**config.mk**
```make
export PLATFORM = sky130hd
export DESIGN_NAME = csi2_pattern_tx
export DESIGN_NICKNAME = d
export VERILOG_FILES = /design/src/rtl/csi2_pattern_tx.sv
export SDC_FILE = /design/constraint.sdc
export NUM_CORES = 1
export LEC_CHECK = 0
export BUFFER_PORTS_ARGS = -buffer_cell sky130_fd_sc_hd__buf_2
export CORE_MARGIN = 8
export CORE_UTILIZATION = 40
export CTS_BUF_LIST = sky130_fd_sc_hd__clkbuf_4
export CTS_CLUSTER_SIZE = 40
export DETAILED_ROUTE_END_ITERATION = 10
export GPL_TIMING_DRIVEN = 0
export SLEW_MARGIN = 20
export SYNTH_ARGS = -nofsm -noshare
export SYNTH_HDL_FRONTEND = slang
export SYNTH_SLANG_ARGS = --single-unit
```
**constraint.sdc**
```tcl
create_clock -name clk_i -period 13.1 [get_ports clk_i]
set_input_delay 1.965 -clock clk_i [delete_from_list [all_inputs] [get_ports clk_i]]
set_output_delay 1.965 -clock clk_i [all_outputs]
set_load 0.03 [all_outputs]
```
**src/rtl/csi2_pattern_tx.sv**
```systemverilog
// CSI-2 style byte-stream test-pattern transmitter: FS, NUM_LINES long packets, FE per frame,
// NUM_FRAMES frames per enable run, with ready-stall timeout detection.
module csi2_pattern_tx #(
  parameter int         LINE_BYTES = 16,
  parameter int         NUM_LINES  = 4,
  parameter int         NUM_FRAMES = 2,
  parameter logic [7:0] DATA_TYPE  = 8'h2A,
  parameter logic [1:0] VC         = 2'd0,
  parameter int         STALL_MAX  = 1024
) (
  input  logic       clk_i,
  input  logic       reset_n_i,
  input  logic       enable_i,
  output logic [7:0] tx_data_o,
  output logic       tx_valid_o,
  input  logic       tx_ready_i,
  output logic       tx_sop_o,
  output logic       tx_eop_o,
  output logic       done_o,
  output logic       error_o
);

  localparam int              SW         = (STALL_MAX < 2) ? 1 : $clog2(STALL_MAX);
  localparam logic [SW-1:0]   STALL_LAST = SW'(STALL_MAX - 1);
  localparam logic [15:0]     LB_LAST    = 16'(LINE_BYTES - 1);
  localparam logic [15:0]     LB_WC      = 16'(LINE_BYTES);
  localparam logic [31:0]     NL_LAST    = 32'(NUM_LINES - 1);
  localparam logic [31:0]     NF_LAST    = 32'(NUM_FRAMES - 1);

  typedef enum logic [2:0] {S_IDLE, S_FS, S_LH, S_PAY, S_CRC, S_FE, S_DONE, S_ERR} state_t;

  state_t        state_q, state_d;
  logic [15:0]   idx_q, idx_d;
  logic [31:0]   line_q, line_d;
  logic [31:0]   frm_q, frm_d;
  logic [15:0]   frame_no_q, frame_d;
  logic [15:0]   crc_q, crc_d;
  logic [SW-1:0] stall_q;
  logic [7:0]    data_q, data_d;
  logic          valid_q, sop_q, eop_q, sop_d, eop_d, done_q, error_q;
  logic [7:0]    hdr_di;
  logic [15:0]   hdr_wc;
  logic [5:0]    hdr_ecc;
  logic          sending, advance;

  function automatic logic [5:0] ecc6(input logic [23:0] d);
    return {^(d & 24'hEFFC00), ^(d & 24'hDF03F0), ^(d & 24'hB8E38E),
            ^(d & 24'h749A6D), ^(d & 24'hF2555B), ^(d & 24'hF12CB7)};
  endfunction

  function automatic logic [15:0] crc_step(input logic [15:0] c, input logic [7:0] b);
    logic [15:0] r;
    r = c ^ {8'h00, b};
    for (int i = 0; i < 8; i++) r = r[0] ? ((r >> 1) ^ 16'h8408) : (r >> 1);
    return r;
  endfunction

  assign sending = (state_q == S_FS) || (state_q == S_LH) || (state_q == S_PAY) ||
                   (state_q == S_CRC) || (state_q == S_FE);
  assign advance = (state_q == S_IDLE) ? enable_i : (sending && tx_ready_i);

  // Position of the byte that follows the current one, and that byte's value.
  always_comb begin
    state_d = state_q;
    idx_d   = idx_q + 16'd1;
    line_d  = line_q;
    frm_d   = frm_q;
    frame_d = frame_no_q;
    crc_d   = crc_q;
    case (state_q)
      S_IDLE: begin
        state_d = S_FS; idx_d = '0; line_d = '0; frm_d = '0;
      end
      S_FS: if (idx_q == 16'd3) begin
        state_d = S_LH; idx_d = '0; line_d = '0;
      end
      S_LH: if (idx_q == 16'd3) begin
        state_d = S_PAY; idx_d = '0; crc_d = 16'hFFFF;
      end
      S_PAY: begin
        crc_d = crc_step(crc_q, data_q);
        if (idx_q == LB_LAST) begin
          state_d = S_CRC; idx_d = '0;
        end
      end
      S_CRC: if (idx_q == 16'd1) begin
        idx_d = '0;
        if (line_q == NL_LAST) state_d = S_FE;
        else begin
          state_d = S_LH; line_d = line_q + 32'd1;
        end
      end
      S_FE: if (idx_q == 16'd3) begin
        idx_d   = '0;
        frame_d = (frame_no_q == 16'hFFFF) ? 16'h0001 : frame_no_q + 16'd1;
        if (frm_q == NF_LAST) state_d = S_DONE;
        else begin
          state_d = S_FS; frm_d = frm_q + 32'd1;
        end
      end
      default: ;
    endcase

    hdr_di = 8'h00;
    hdr_wc = frame_d;
    case (state_d)
      S_FS: hdr_di = {VC, 6'h00};
      S_FE: hdr_di = {VC, 6'h01};
      S_LH: begin
        hdr_di = {VC, DATA_TYPE[5:0]}; hdr_wc = LB_WC;
      end
      default: ;
    endcase
    hdr_ecc = ecc6({hdr_wc, hdr_di});

    data_d = 8'h00;
    sop_d  = 1'b0;
    eop_d  = 1'b0;
    case (state_d)
      S_FS, S_LH, S_FE: begin
        case (idx_d[1:0])
          2'd0:    data_d = hdr_di;
          2'd1:    data_d = hdr_wc[7:0];
          2'd2:    data_d = hdr_wc[15:8];
          default: data_d = {2'b00, hdr_ecc};
        endcase
        sop_d = (idx_d == 16'd0);
        eop_d = (idx_d == 16'd3) && (state_d != S_LH);
      end
      S_PAY: data_d = line_d[7:0] + idx_d[7:0] + frame_d[7:0];
      S_CRC: begin
        data_d = idx_d[0] ? crc_d[15:8] : crc_d[7:0];
        eop_d  = idx_d[0];
      end
      default: ;
    endcase
  end

  always_ff @(posedge clk_i) begin
    if (!reset_n_i) begin
      state_q    <= S_IDLE;
      idx_q      <= '0;
      line_q     <= '0;
      frm_q      <= '0;
      frame_no_q <= 16'd1;
      crc_q      <= 16'hFFFF;
      stall_q    <= '0;
      data_q     <= '0;
      valid_q    <= 1'b0;
      sop_q      <= 1'b0;
      eop_q      <= 1'b0;
      done_q     <= 1'b0;
      error_q    <= 1'b0;
    end else if (advance) begin
      state_q    <= state_d;
      idx_q      <= idx_d;
      line_q     <= line_d;
      frm_q      <= frm_d;
      frame_no_q <= frame_d;
      crc_q      <= crc_d;
      stall_q    <= '0;
      data_q     <= data_d;
      sop_q      <= sop_d;
      eop_q      <= eop_d;
      valid_q    <= (state_d != S_DONE);
      done_q     <= (state_d == S_DONE);
    end else if (sending && stall_q == STALL_LAST) begin
      state_q <= S_ERR;
      data_q  <= '0;
      valid_q <= 1'b0;
      sop_q   <= 1'b0;
      eop_q   <= 1'b0;
      error_q <= 1'b1;
    end else if (sending) begin
      stall_q <= stall_q + 1'b1;
    end else if (state_q == S_DONE && !enable_i) begin
      state_q <= S_IDLE;
      done_q  <= 1'b0;
    end
  end

  assign tx_data_o  = data_q;
  assign tx_valid_o = valid_q;
  assign tx_sop_o   = sop_q;
  assign tx_eop_o   = eop_q;
  assign done_o     = done_q;
  assign error_o    = error_q;

endmodule

```
# Word level (Yosys, flattened, before mapping)
# Index checks and enable logic that the tools add are counted.
# Widths: inputs -> output; s select.
# word_totals
n_memories,0
reg_bits,138
mem_bits_ro,0
latchBits,0
ramBits,0
elab_cells,151
# classes
n_reduce_logical,32
shift,0
n_mul,0
div_mod_pow,0
n_eq_ne,32
muxes,54
order_cmp,0
add_sub_neg,7
bitwise_logic,12
# op_table
cell,n
$mux 16,16
$mux 32,5
$reduce_xor 24->1,6
$pmux 32 s3,1
$add 32x1->32 const B,2
$pmux 16 s4,1
$pmux 32 s2,1
$pmux 8 s3,2
$mux 3,11
$add 16x1->16 const B,2
$eq 16x2->1 const B,2
$eq 32x1->1 const B,1
$eq 32x2->1 const B,1
$pmux 16 s2,1
$mux 8,3
$not 2->3,8
$eq 3x3->1 const B,6
$pmux 3 s6,1
$add 8x8->8,2
$eq 16x1->1 const B,1
$eq 16x16->1 const B,1
$eq 16x4->1 const B,1
$logic_not 16->1,1
$xor 16x8->16,1
28 further kinds,60

# Longest topological paths before layout
# depth
word_depth,21
mapped_depth,22
depth_no_buf,21

# Worst setup path before layout
# No wires, ideal clock.
# synth_path
path_kind,reg2reg
from,register idx_q[8]
to,"register data_q[7], in the netlist tx_data_o[7]"
n_path_buf,3
path_slack_ps,8223
setup_time_ps,80
arrival_ps,4797
path_stages_with_launch,21
path_cell_list,dfxtp_1 -> buf_2 -> or4_4 -> nor4b_1 -> a21oi_1 -> a211oi_2 -> buf_2 -> clkbuf_1 -> nor2_1 -> fa_1 -> fa_1 -> a21o_1 -> a21oi_1 -> o21bai_1 -> a21oi_1 -> xor2_1 -> xnor2_1 -> xnor2_1 -> xnor2_1 -> a21oi_1 -> nor3b_1
# synth_between
elab_cells_between_ends,36
classes_between,2 x add/sub; 10 x eq/ne; 22 x mux; 2 x reduce/logical
# synth_rtl
item,line_no,rtl
from (decl),33,"logic [15:0] idx_q, idx_d;"
from (signal assigned),156,idx_q <= idx_d;
$eq 16x2->1 (tied with other cells),"74, 77, 93",
"$mux 16, on equally long branches",n/a,
$pmux 16 s4 *,70,case (state_q)
net idx_d[2],33,
$add 8x8->8 * (2 in series),130,S_PAY: data_d = line_d[7:0] + idx_d[7:0] + frame_d[7:0];
$pmux 8 s3 *,119,case (state_d)
$mux 8 *,154,end else if (advance) begin
to (signal assigned),162,data_q <= data_d;
to (decl),39,"logic [7:0] data_q, data_d;"
# The timed path passes the listed nets; every way through them passes the cells marked *. The select of a mux whose other input is x is not followed.
# A chain may end at the register's enable or synchronous reset.

# Worst setup path in the final report
# layout_path
from,register idx_q[1]
to,"register data_q[7], in the netlist tx_data_o[7]"
# layout_between
elab_cells_between_ends,37
classes_between,3 x add/sub; 10 x eq/ne; 22 x mux; 2 x reduce/logical
# layout_rtl
item,line_no,rtl
$add 16x1->16 (tied with other cells),65,idx_d = idx_q + 16'd1;
"$mux 16, on equally long branches",n/a,
$pmux 16 s4 *,70,
net idx_d[2],33,
$add 8x8->8 * (2 in series),130,
$pmux 8 s3 *,119,
$mux 8 *,154,
# Marked as above.

==> summary.txt <==
Outcome
  • Status: finished, final reports clean

Clock network
  • Clock sinks: 138
  • Clk root buf: clkbuf_4
  • Post-CTS setup buffers: 0
  • Hold buffers post-CTS: 0
  • Clock tree buffer depth: 2
  • Worst-Skew Late Latency: 590 ps
  • CTS Buf Count: 17
  • Number of gates resized after cts: 0
  • H-tree depth: 4
  • CTS tree: built
  • Clock-pin slew on the worst setup and hold paths: 160 ps

Placement
  • Detail Placement HPWL: 19,700 um
  • Total placed cells including tap cells: 1,457
  • Routability cong.: 0.900
  • Input/output buffers: 15
  • DP Area: 0.00964 mm^2

Detailed routing
  • Via Count: 8,615
  • # DRC: 0
  • Wire per inst: 18.0 um
  • Pre-Repair DR Iteration Count: 7
  • Vias per inst: 5.78
  • ANT nets after route: 0
  • Initial drt markers: 752
  • Routed WL: 26,800 um

Logic synthesis
  • Synth top area share: 0.300
  • Synthesized flop and latch total: 138
  • Netlist cell types: 81
  • FFs w/ async S/R, synth: 0
  • Post-Syn Area: 0.00920 mm^2
  • Yosys warning count: 0
  • Top post-synthesis cells by area: dfxtp_1 (30%), xnor2_1 (5.9%), xor2_1 (5.9%)
  • Register area share after synthesis: 0.300
  • Area leader, netlist: dfxtp_1
  • Syn_nets: 1,182
  • Cells after Synth: 1,157
  • Synth cell count leaders: dfxtp_1 (138), nand2_1 (122), nor2_1 (105)
  • Count leader, synth: dfxtp_1
  • Post-synth EDFFs: 0
  • Ys flop type: dfxtp_1
  • Mapped Avg Cell Area: 7.95 um^2

Timing
  • Setup TNS: 0 ps
  • Worst clock skew: 35.8 ps
  • Final Hold Violating Endpoints: 0
  • Slew @ Worst Pin: 1010 ps
  • Min Hold Slack: 478 ps
  • Fmax achieved: 157 MHz
  • Min Tclk post-route: 6360 ps
  • Max-slew headroom: 0.323
  • Finish-stage setup viols: 0
  • Fin crit share: 0.485
  • Slew Viols, Final: 0
  • RSZ-0062 raised after global routing: false

Finish
  • Finished Cell Area: 0.00993 mm^2
  • Synthesis-to-layout area growth: 7.91%
  • Fin util: 0.439
  • Layout cell share with drive strength beyond 1: 0.0905
  • Non-Filler Instances: 1,490
  • Nets: 1,216

Flow run
  • Number of max-cap violations: 0

Power
  • Switching pwr: 0.00106 W
  • Share of power burned in registers: 0.266
  • Clock group share of total power: 0.143
  • Comb power frac: 0.591
  • Internal power: 0.00101 W
  • Maximum vdd drop: 0.103 mV
  • Pwr dens: 208 mW/mm^2
  • Sw Share: 0.514
  • Leak: 3.70 nW

Global routing
  • Largest net degree at the start of global routing: 18
  • Vias in the first global route: 7,939
  • Antenna violations before repair: 1
  • Global-route wire length before repair: 43,000 um
  • Global Route Usage Sum: 0.190
  • GRT overflow: 0

Worst hold path
  • Endpoint, Worst Hold: tx_valid_o
  • Worst hold path type: reg -> reg
  • Hold Startpoint: tx_valid_o
  • Hold depth: 2

Floorplan
  • Die W: 168 um
  • Row Count: 55
  • Core ar.: 0.0226 mm^2
  • Die Span Y: 168 um
  • Die area: 0.0281 mm^2
  • IO Pins: 17
  • Initial core utilization: 0.407

Critical path
  • CP arrival: 6870 ps
  • R2r startpoint: idx_q[1]
  • R2R Setup Slk: 6740 ps
  • WS Path Type: reg -> reg
  • Crit. Startpoint: idx_q[1]
  • CP max-delay cell: fa_1
  • Required @ worst endpoint: 13,610 ps
  • R2R Path End: tx_data_o[7]
  • FF-to-FF path depth: 21
  • Crit path max fanout: 10
  • CP Cell Sequence: ha_1 > buf_2 > nor3b_1 > nand4_1 > a21o_1 > a211oi_2 > buf_2 > clkbuf_1 > nor2_1 > fa_1 > fa_1 > a21o_1 > a21oi_1 > o21bai_1 > a21oi_1 > xor2_1 > xnor2_1 > xnor2_1 > xnor2_1 > a21oi_1 > nor3b_1
  • Type of origin of the critical path: flip-flop
  • Max incr delay on CP: 570 ps
  • Critical path capture point type: flip-flop
-- state kept, by name, indices dropped and copies added (netlist names) --
register    count
tx_data_o       8
state_q         3
done_o          1
error_o         1
tx_sop_o        1
frame_no_q     16
stall_q        10
idx_q          16
line_q         32
frm_q          32
tx_valid_o      1
crc_q          16
tx_eop_o        1
-- worst max-delay path by stage --
| stage | end | slack [ps] | cells after the start |
|---|---|---|---|
| final | tx_data_o[7] | 6740 | 21 |
| after global routing | tx_data_o[7] | 6320 | 21 |
| after CTS | tx_data_o[7] | 6880 | 21 |
| after detailed placement | tx_data_o[7] | 6880 | 21 |
| after global placement | tx_data_o[7] | 6990 | 21 |
| after floorplan | tx_data_o[7] | 8220 | 20 |
-- area by class of cell --
cell class	instances	area [um^2]
Fill cell	2305	12700
Sequential cell	138	2760
Inverter	27	101
Clock inverter	15	166
Antenna cell	1	2.50
Tap cell	285	357
Buffer	76	329
Timing Repair Buffer	15	75.1
Multi-Input combinational cell	916	6010
Clock buffer	17	128
-- metrics by stage --
step	setup WS, ps	total power (W)
final	6740	0.00207
after CTS	6880	0.00206
after global routing	6320	0.00221
after floorplan	8220	0.00143
after detailed placement	6880	0.00176
after global placement	6990	0.00175
-- logic make-up after synthesis --
kind of cell,after synthesis,synth area share
compound gates,252,0.181
xor+xnor,132,0.136
fa+ha+maj,21,0.0351
buf+inv,103,0.0468
flops,138,0.300
mux,11,0.0137
simple gates,500,0.288
-- placed cells by master (no fill, tap or decap), drive strengths merged, types with 8 or more instances in the layout --
cell	Yosys	final
nor4	34	34
o211ai	14	14
and3	27	27
a31oi	11	11
and4	11	11
dfxtp	138	138
clkbuf	51	68
a21oi	51	51
nor3	37	37
fa	8	8
buf	25	40
xor2	62	62
xnor2	65	65
nand4	29	29
nand2	124	124
o211a	11	11
nand2b	14	14
ha	13	13
a21boi	10	10
or3	17	17
mux2i	11	11
nand3	45	45
nor2b	11	11
o21ai	71	71
nor2	106	106
and2	15	15
inv	26	36
o22ai	23	23
o31ai	13	13
-- metal layers --
metal	wire, um	global-route usage	part of all wire
met5	0	0	0
met4	426	0.0520	0.016
met3	1680	0.0308	0.063
met2	12100	0.296	0.45
met1	12600	0.265	0.47
-- power by group through the flow --
stage	clock network [W]	logic [W]	registers, W
global placement	0	0.00120	0.000557
global route	0.000324	0.00133	0.000558
finish	0.000296	0.00122	0.000550
detailed placement	0	0.00120	0.000557
CTS	0.000305	0.00121	0.000548
floorplan	0	0.000873	0.000559
-- worst max-delay path: cells and delay by family, from the launching register on --
| family | cells | cell delay [ps] |
|---|---|---|
| DFF | 1 | 410 |
| and+or+nand+nor | 4 | 1290 |
| AOI/OAI and AO/OA | 7 | 1680 |
| xor gates and xnor gates | 4 | 730 |
| adders and majority gates | 3 | 1200 |
| buffers and inverters | 3 | 980 |
Note: power is estimated with default switching activity, not from simulation.
